--- config.mk ---
export PLATFORM = sky130hd
export DESIGN_NAME = alu_arbiter_flat
export DESIGN_NICKNAME = d
export VERILOG_FILES = /design/src/rtl/alu_arbiter_if.sv /design/src/rtl/alu_arbiter.sv /design/src/flat_wrapper.sv
export SDC_FILE = /design/constraint.sdc
export NUM_CORES = 1
export LEC_CHECK = 0
export ABC_AREA = 1
export BUFFER_PORTS_ARGS = -buffer_cell sky130_fd_sc_hd__buf_4
export CELL_PAD_IN_SITES_DETAIL_PLACEMENT = 0
export CELL_PAD_IN_SITES_GLOBAL_PLACEMENT = 1
export CORE_MARGIN = 2
export CORE_UTILIZATION = 28
export CTS_CLUSTER_SIZE = 28
export DETAILED_ROUTE_END_ITERATION = 8
export GPL_ROUTABILITY_DRIVEN = 0
export PLACE_DENSITY = 0.84
export SLEW_MARGIN = 15
export SYNTH_ARGS = -nofsm -noshare
export SYNTH_HDL_FRONTEND = slang
export SYNTH_SLANG_ARGS = --single-unit
export TNS_END_PERCENT = 20
--- constraint.sdc ---
create_clock -name clk -period 1.8 [get_ports clk]
set_clock_uncertainty 0.1 [all_clocks]
set_input_delay 0.36 -clock clk [delete_from_list [all_inputs] [get_ports clk]]
set_output_delay 0.36 -clock clk [all_outputs]
set_load 0.02 [all_outputs]
--- src/rtl/alu_arbiter_if.sv ---
// Bundles the request, ALU and response signals of alu_arbiter.
// The slave modport is the arbiter's view. The master modport is the view of the
// surrounding logic: both requesters, the ALU instance and the response consumer.
//   req0_* / req1_* : valid/ready request channels (op, signed a/b, shamt)
//   alu_*           : operands out to the shared ALU, result and overflow back
//   rsp_*           : tagged response channel (valid/ready)
interface alu_arbiter_if;
  logic        req0_valid;
  logic        req0_ready;
  logic [3:0]  req0_op;
  logic [31:0] req0_a;
  logic [31:0] req0_b;
  logic [4:0]  req0_shamt;

  logic        req1_valid;
  logic        req1_ready;
  logic [3:0]  req1_op;
  logic [31:0] req1_a;
  logic [31:0] req1_b;
  logic [4:0]  req1_shamt;

  logic [31:0] alu_a;
  logic [31:0] alu_b;
  logic [3:0]  alu_op;
  logic [4:0]  alu_shamt;
  logic [31:0] alu_result;
  logic        alu_overflow;

  logic        rsp_valid;
  logic        rsp_ready;
  logic        rsp_id;
  logic [31:0] rsp_result;
  logic        rsp_ovf;
  logic        rsp_err;

  modport slave (
    input  req0_valid, req0_op, req0_a, req0_b, req0_shamt,
    output req0_ready,
    input  req1_valid, req1_op, req1_a, req1_b, req1_shamt,
    output req1_ready,
    output alu_a, alu_b, alu_op, alu_shamt,
    input  alu_result, alu_overflow,
    output rsp_valid, rsp_id, rsp_result, rsp_ovf, rsp_err,
    input  rsp_ready
  );

  modport master (
    output req0_valid, req0_op, req0_a, req0_b, req0_shamt,
    input  req0_ready,
    output req1_valid, req1_op, req1_a, req1_b, req1_shamt,
    input  req1_ready,
    input  alu_a, alu_b, alu_op, alu_shamt,
    output alu_result, alu_overflow,
    input  rsp_valid, rsp_id, rsp_result, rsp_ovf, rsp_err,
    output rsp_ready
  );
endinterface

--- src/rtl/alu_arbiter.sv ---
// Purpose: two-requester round-robin arbiter and sequencer for the shared 32-bit ALU.
// Latency: request handshake in cycle N, then EXEC in N+1, then rsp_valid in N+2.
//          At most one op is accepted every 3 cycles.
// Backpressure: the response is held stable while rsp_ready is low. Both request
//               readies stay low from acceptance until the response is taken.
//
// Ports:
//   clk, rst_n       : clock (rising edge) and synchronous active-low reset
//   bus (slave)      : req0/req1 request channels, alu_* to/from the ALU, rsp_* response
//   ovf_sticky[1:0]  : per-requester sticky overflow flags (only with ALU_OVF_STICKY_EN)
//   ovf_clr[1:0]     : per-requester clear of those flags (only with ALU_OVF_STICKY_EN)
//
// Optional feature macro: ALU_OVF_STICKY_EN adds the sticky overflow flags.
module alu_arbiter #(
  parameter int unsigned RR_INIT = 0,  // requester that holds priority after reset
  parameter int unsigned OP_MAX  = 8   // highest legal op code
) (
  input  logic       clk,
  input  logic       rst_n,
`ifdef ALU_OVF_STICKY_EN
  output logic [1:0] ovf_sticky,
  input  logic [1:0] ovf_clr,
`endif
  alu_arbiter_if.slave bus
);

  // The op code is only 4 bits wide, so any OP_MAX of 15 or more makes every code legal.
  localparam int unsigned OP_LIM      = (OP_MAX > 15) ? 15 : OP_MAX;
  localparam logic [3:0]  OP_LIM_C    = 4'(OP_LIM);
  localparam logic        RR_INIT_BIT = (RR_INIT != 0);

  typedef enum logic [1:0] {
    IDLE = 2'd0,
    EXEC = 2'd1,
    RESP = 2'd2
  } state_t;

  state_t      state_q, state_d;

  // Arbitration
  logic        prio_q;
  logic        gnt_id;
  logic        any_vld;
  logic        req0_rdy;
  logic        req1_rdy;
  logic        hs;

  // Selected request fields (muxed on the grant)
  logic [3:0]  sel_op;
  logic [31:0] sel_a;
  logic [31:0] sel_b;
  logic [4:0]  sel_shamt;
  logic        sel_illegal;

  // Operand registers. These registers drive the ALU directly. They load only on
  // a request handshake, so the ALU inputs stay at their last issued values
  // outside EXEC.
  logic [31:0] alu_a_q;
  logic [31:0] alu_b_q;
  logic [3:0]  alu_op_q;
  logic [4:0]  alu_shamt_q;
  logic        id_q;
  logic        illegal_q;
  logic        arith_q;     // latched op is add or sub: only these report overflow

  // Response registers, written only at the end of EXEC
  logic        rsp_id_q;
  logic [31:0] rsp_result_q;
  logic        rsp_ovf_q;
  logic        rsp_err_q;

  logic        cap_ovf;     // overflow value captured at the end of EXEC

  // ------------------------------------------------------------------------
  // Grant selection. Priority matters only when both requesters are valid.
  // Otherwise the single valid requester wins. The ready outputs are gated
  // with rst_n so that no handshake can appear to happen while reset is applied.
  // ------------------------------------------------------------------------
  always_comb begin
    state_d  = state_q;
    req0_rdy = 1'b0;
    req1_rdy = 1'b0;
    hs       = 1'b0;
    any_vld  = bus.req0_valid | bus.req1_valid;
    gnt_id   = (bus.req0_valid && bus.req1_valid) ? prio_q : bus.req1_valid;

    case (state_q)
      IDLE: begin
        if (rst_n && any_vld) begin
          req0_rdy = ~gnt_id;
          req1_rdy = gnt_id;
          hs       = 1'b1;
          state_d  = EXEC;
        end
      end
      EXEC: begin
        state_d = RESP;
      end
      RESP: begin
        if (bus.rsp_ready) begin
          state_d = IDLE;
        end
      end
      default: begin
        state_d = IDLE;
      end
    endcase
  end

  always_ff @(posedge clk) begin
    if (!rst_n) begin
      state_q <= IDLE;
    end else begin
      state_q <= state_d;
    end
  end

  // Request mux on the granted requester
  always_comb begin
    sel_op      = gnt_id ? bus.req1_op    : bus.req0_op;
    sel_a       = gnt_id ? bus.req1_a     : bus.req0_a;
    sel_b       = gnt_id ? bus.req1_b     : bus.req0_b;
    sel_shamt   = gnt_id ? bus.req1_shamt : bus.req0_shamt;
    sel_illegal = (sel_op > OP_LIM_C);
  end

  // Overflow counts only for a legal add or sub. The ALU's overflow output is
  // ignored for every other op.
  assign cap_ovf = ~illegal_q & arith_q & bus.alu_overflow;

  // ------------------------------------------------------------------------
  // Operand and response datapath
  // ------------------------------------------------------------------------
  always_ff @(posedge clk) begin
    if (!rst_n) begin
      prio_q       <= RR_INIT_BIT;
      alu_a_q      <= '0;
      alu_b_q      <= '0;
      alu_op_q     <= '0;
      alu_shamt_q  <= '0;
      id_q         <= 1'b0;
      illegal_q    <= 1'b0;
      arith_q      <= 1'b0;
      rsp_id_q     <= 1'b0;
      rsp_result_q <= '0;
      rsp_ovf_q    <= 1'b0;
      rsp_err_q    <= 1'b0;
    end else begin
      if (hs) begin
        alu_a_q     <= sel_a;
        alu_b_q     <= sel_b;
        alu_shamt_q <= sel_shamt;
        // An illegal code is never presented to the ALU. The previous op stays
        // on alu_op.
        if (!sel_illegal) begin
          alu_op_q <= sel_op;
        end
        id_q      <= gnt_id;
        illegal_q <= sel_illegal;
        arith_q   <= (sel_op < 4'd2);
        prio_q    <= ~gnt_id;
      end

      if (state_q == EXEC) begin
        rsp_id_q <= id_q;
        if (illegal_q) begin
          rsp_result_q <= '0;
          rsp_ovf_q    <= 1'b0;
          rsp_err_q    <= 1'b1;
        end else begin
          rsp_result_q <= bus.alu_result;
          rsp_ovf_q    <= cap_ovf;
          rsp_err_q    <= 1'b0;
        end
      end
    end
  end

`ifdef ALU_OVF_STICKY_EN
  // Sticky overflow flags. If a set and a clear hit the same bit in the same
  // cycle, the set wins, so an overflow is never lost to a clear.
  logic [1:0] sticky_q;
  logic [1:0] sticky_set;

  always_comb begin
    sticky_set = 2'b00;
    if (state_q == EXEC && cap_ovf) begin
      sticky_set = id_q ? 2'b10 : 2'b01;
    end
  end

  always_ff @(posedge clk) begin
    if (!rst_n) begin
      sticky_q <= 2'b00;
    end else begin
      sticky_q <= (sticky_q & ~ovf_clr) | sticky_set;
    end
  end

  assign ovf_sticky = sticky_q;
`endif

  // ------------------------------------------------------------------------
  // Outputs
  // ------------------------------------------------------------------------
  assign bus.req0_ready = req0_rdy;
  assign bus.req1_ready = req1_rdy;

  assign bus.alu_a      = alu_a_q;
  assign bus.alu_b      = alu_b_q;
  assign bus.alu_op     = alu_op_q;
  assign bus.alu_shamt  = alu_shamt_q;

  assign bus.rsp_valid  = (state_q == RESP);
  assign bus.rsp_id     = rsp_id_q;
  assign bus.rsp_result = rsp_result_q;
  assign bus.rsp_ovf    = rsp_ovf_q;
  assign bus.rsp_err    = rsp_err_q;

endmodule

--- src/flat_wrapper.sv ---
// flat-port wrapper written by rule: the top's interface ports become plain ports
module alu_arbiter_flat 
#(
  parameter int unsigned RR_INIT = 0,                                              
  parameter int unsigned OP_MAX  = 8                           
)
  (clk, rst_n, bus_req0_valid, bus_req0_op, bus_req0_a, bus_req0_b, bus_req0_shamt, bus_req0_ready, bus_req1_valid, bus_req1_op, bus_req1_a, bus_req1_b, bus_req1_shamt, bus_req1_ready, bus_alu_a, bus_alu_b, bus_alu_op, bus_alu_shamt, bus_alu_result, bus_alu_overflow, bus_rsp_valid, bus_rsp_id, bus_rsp_result, bus_rsp_ovf, bus_rsp_err, bus_rsp_ready);
  alu_arbiter_if bus_i ();
  input  logic clk;
  input  logic rst_n;
  input wire logic [$bits(bus_i.req0_valid)-1:0] bus_req0_valid;
  input wire logic [$bits(bus_i.req0_op)-1:0] bus_req0_op;
  input wire logic [$bits(bus_i.req0_a)-1:0] bus_req0_a;
  input wire logic [$bits(bus_i.req0_b)-1:0] bus_req0_b;
  input wire logic [$bits(bus_i.req0_shamt)-1:0] bus_req0_shamt;
  output wire logic [$bits(bus_i.req0_ready)-1:0] bus_req0_ready;
  input wire logic [$bits(bus_i.req1_valid)-1:0] bus_req1_valid;
  input wire logic [$bits(bus_i.req1_op)-1:0] bus_req1_op;
  input wire logic [$bits(bus_i.req1_a)-1:0] bus_req1_a;
  input wire logic [$bits(bus_i.req1_b)-1:0] bus_req1_b;
  input wire logic [$bits(bus_i.req1_shamt)-1:0] bus_req1_shamt;
  output wire logic [$bits(bus_i.req1_ready)-1:0] bus_req1_ready;
  output wire logic [$bits(bus_i.alu_a)-1:0] bus_alu_a;
  output wire logic [$bits(bus_i.alu_b)-1:0] bus_alu_b;
  output wire logic [$bits(bus_i.alu_op)-1:0] bus_alu_op;
  output wire logic [$bits(bus_i.alu_shamt)-1:0] bus_alu_shamt;
  input wire logic [$bits(bus_i.alu_result)-1:0] bus_alu_result;
  input wire logic [$bits(bus_i.alu_overflow)-1:0] bus_alu_overflow;
  output wire logic [$bits(bus_i.rsp_valid)-1:0] bus_rsp_valid;
  output wire logic [$bits(bus_i.rsp_id)-1:0] bus_rsp_id;
  output wire logic [$bits(bus_i.rsp_result)-1:0] bus_rsp_result;
  output wire logic [$bits(bus_i.rsp_ovf)-1:0] bus_rsp_ovf;
  output wire logic [$bits(bus_i.rsp_err)-1:0] bus_rsp_err;
  input wire logic [$bits(bus_i.rsp_ready)-1:0] bus_rsp_ready;
  assign bus_i.req0_valid = bus_req0_valid;
  assign bus_i.req0_op = bus_req0_op;
  assign bus_i.req0_a = bus_req0_a;
  assign bus_i.req0_b = bus_req0_b;
  assign bus_i.req0_shamt = bus_req0_shamt;
  assign bus_req0_ready = bus_i.req0_ready;
  assign bus_i.req1_valid = bus_req1_valid;
  assign bus_i.req1_op = bus_req1_op;
  assign bus_i.req1_a = bus_req1_a;
  assign bus_i.req1_b = bus_req1_b;
  assign bus_i.req1_shamt = bus_req1_shamt;
  assign bus_req1_ready = bus_i.req1_ready;
  assign bus_alu_a = bus_i.alu_a;
  assign bus_alu_b = bus_i.alu_b;
  assign bus_alu_op = bus_i.alu_op;
  assign bus_alu_shamt = bus_i.alu_shamt;
  assign bus_i.alu_result = bus_alu_result;
  assign bus_i.alu_overflow = bus_alu_overflow;
  assign bus_rsp_valid = bus_i.rsp_valid;
  assign bus_rsp_id = bus_i.rsp_id;
  assign bus_rsp_result = bus_i.rsp_result;
  assign bus_rsp_ovf = bus_i.rsp_ovf;
  assign bus_rsp_err = bus_i.rsp_err;
  assign bus_i.rsp_ready = bus_rsp_ready;
  alu_arbiter #(.RR_INIT(RR_INIT), .OP_MAX(OP_MAX)) u_core (.clk(clk), .rst_n(rst_n), .bus(bus_i));
endmodule
==> metrics.cfg <==
[detailed_routing]
drt_iter0_markers=211
firstDrtPassIters=4
drc=0
route.detailed.vias_per_inst=4.49
detailroute.via_count=4967
antenna_left=0
detail_route.wl_per_cell_um=14.1
drt-total-wl_um=15600

[placed_design]
port_buffers=294
place_area_um2=6930
detailedPlacementHpwl_um=11400

[final_layout]
n_antenna_cell=0
fin_area_um2=7710
area_growth_syn_to_layout_pct=75.3
layout.nets=1066
post-route-util_pct=50.6
post_route_cells_drive_above_1_share_pct=41.5
layout.cells.most_common=buf_4
most-common-layout-cells=buf_4 (317), nand2_1 (249), dfxtp_1 (112)

[pwr]
clock_power_share_pct=47.6
vdd_ir_drop_max_uv=626
comb_power_share_pct=17.7
totalPowerFinal_mw=8.11
p_leak_nw=3.45
pwr-share-seq_pct=34.6
power_report.internal_total_mw=6.06
power.density_cell_area_nw_per_um2=1050
netSwitchingFraction_pct=25.2
netSwitchingPower_mw=2.05

[synthesis]
ys_async_sr_fraction_pct=0
postSynth.topFlopCell=dfxtp_1
postSynthNetCount=761
synthesis.area_um2=4400
synth.ff_latch_count=114
synth-warning-count=0
number_of_enable_type_register_cells_in_the_synthesized_netlist=0
syn_inst=577
synthesis.area_per_instance_um2=7.63
yosysSeqAreaShare_pct=51.9
synth.distinct_cells=23

[worst_setup_path]
cpMaxStageDelayCell=dfxtp_2
crit_path_cell_trace=nor2_4 > nand2_4 > buf_6 > nor2_4 > buf_12 > buf_8
worst-endpoint-arrival_ns=1.37
worst_r2r_path_cells=8
crit_path_end_kind=output port
worstPathBufferInverterCount=3
crit_path_end=bus_req0_ready
crit_required_ns=1.34
cp_top_family=buffers and inverters
cpPeakStageDelay_ns=0.33
critPathMostFrequentCell=nor2_4
r2r_end=u_core.bus.alu_a[9]
rr_startpoint=u_core.state_q[0]
critical_path_class=register to output port
timing.critical_path.fanout_max=2
crit_path_start_kind=register
crit_cells=6
critPathLaunch=u_core.state_q[0]
setup.reg_to_reg.worst_slack_ns=0.15

[sta]
finalSetupViolCount=2
slew_violations=0
setup_ws_ns=-0.0316
worst_slew_margin_rel_pct=50.0
final-hold-violation-count=0
final_period_minus_worst_setup_slack_ns=1.83
fmax_mhz=546
rsz0062_at_grt=true
tightestPinTransition_ns=0.750
period_share_pct=102
fin_worst_hold_slack_ns=0.0930

[floorplanning]
dieArea_um2=16700
fp-row-count=45
dieWidth_um=129
core-area_um2=15300
io-pin-count=295
die_height_um=129
start_util_pct=28.8

[global_route]
globalRouteOverflowTotal=0
grt_first_pass_wirelength_um=24000
number_of_global_route_vias_before_repair=4717
globalRouteTotalUtil_pct=18.4
grt_antenna_before_repair=0
grt_start_max_net_pins=69

[cts]
clk_path_buf_depth=2
cts_tree=built
postCtsHoldBufs=0
clk_root_buffer_cell=clkbuf_16
worst_skew_pair.late_latency_ns=0.40
cts-htree-levels=4
clk_pin_slew_worst_paths_ns=0.05
cts.sink_count=114
cts_made_buffers=17

[status]
violations=setup timing
outcome=finished, violations left

[hold_path]
timing.hold.worst.class=primary input to register

[job]
drv_cap=0

[logic make-up after synthesis]
logic type / count (synthesis) / share of synthesized area, %
buffers and inverters: 54 / 5.49
flip-flops: 114 / 51.9
AO/OA/AOI/OAI: 114 / 16.1
AND/OR/NAND/NOR: 295 / 26.5
[power by group through the flow]
stage	Clock, mW	Combinational (mW)	Sequential, mW
final	3.86	1.44	2.81
after global routing	4.07	1.57	2.83
after CTS	3.93	1.45	2.81
after detailed placement	0	1.42	2.85
after global placement	0	1.41	2.86
after floorplan	0	0.451	3.05
[flip-flops by register name, indices dropped and copies added, names as in the netlist]
| register | flops |
|---|---|
| u_core.arith_q | 1 |
| u_core.bus.alu_a | 32 |
| u_core.bus.alu_b | 32 |
| u_core.bus.alu_op | 4 |
| u_core.bus.alu_shamt | 5 |
| u_core.bus.rsp_err | 1 |
| u_core.bus.rsp_id | 1 |
| u_core.bus.rsp_ovf | 1 |
| u_core.bus.rsp_result | 32 |
| u_core.id_q | 1 |
| u_core.illegal_q | 1 |
| u_core.prio_q | 1 |
| u_core.state_q | 2 |
[synthesized netlist by cell type (3+ instances only)]
master	instances	area, um^2
a22oi_1	19	143
buf_2	25	125
a21oi_1	20	100
inv_1	11	41.3
nor2_4	3	33.8
inv_2	3	11.3
clkbuf_1	13	48.8
dfxtp_1	114	2280
nor2_1	26	97.6
nand2_1	251	942
nand3_1	6	30.0
a31oi_1	69	432
o21ai_0	3	15.0
[how the worst min path moves through the flow]
stage / slack, ns / from / cells past startpoint / to
after floorplan: 0.33 / u_core.id_q / 2 / u_core.bus.rsp_id
after global placement: 0.35 / u_core.illegal_q / 2 / u_core.illegal_q
after detailed placement: 0.35 / u_core.illegal_q / 2 / u_core.illegal_q
after CTS: 0.07 / bus_alu_result[26] / 3 / u_core.bus.rsp_result[26]
after global routing: 0.09 / bus_alu_result[24] / 3 / u_core.bus.rsp_result[24]
final: 0.09 / bus_alu_result[26] / 3 / u_core.bus.rsp_result[26]
[final cells by class]
type / instances / area (um^2)
clock buffers: 20 / 447
clock inverters: 12 / 230
fillers: 1529 / 7540
inverters: 14 / 53.8
multi-input cells: 409 / 1890
flip-flops and latches: 114 / 2280
well taps: 211 / 264
repair buffers: 326 / 2540
[worst reg2reg max path, cell delays in order, from the launching register on]
cell     delay [ns]
dfxtp_2        0.33
nor2_4         0.12
nand2_4        0.05
buf_4          0.14
nor2_4         0.17
buf_12         0.18
buf_16         0.21
nand2_1        0.11
a31oi_1        0.16
[through the flow]
stage	worst slack, ns	instances	setup TNS, ns
finish	-0.0316	1106	-0.0579
global route	-0.103	1106	-0.205
CTS	-0.0626	1106	-0.123
detailed placement	-0.0661	1067	-1.41
global placement	-0.0182	1067	-0.0614
floorplan	0.226	577	0
[timing repair]
action	in CTS	in global routing
endpoints found under the setup margin	2	38
gates resized for setup	8	7
setup buffers	7	0
pin swaps	5	1
[layer usage]
metal / part of all wire [%] / track usage [%]
met1: 40 / 21.8
met2: 47 / 29.6
met3: 10 / 7.84
met4: 2.2 / 7.48
met5: 0 / 0
No activity file was read; power rests on OpenSTA's default activity.
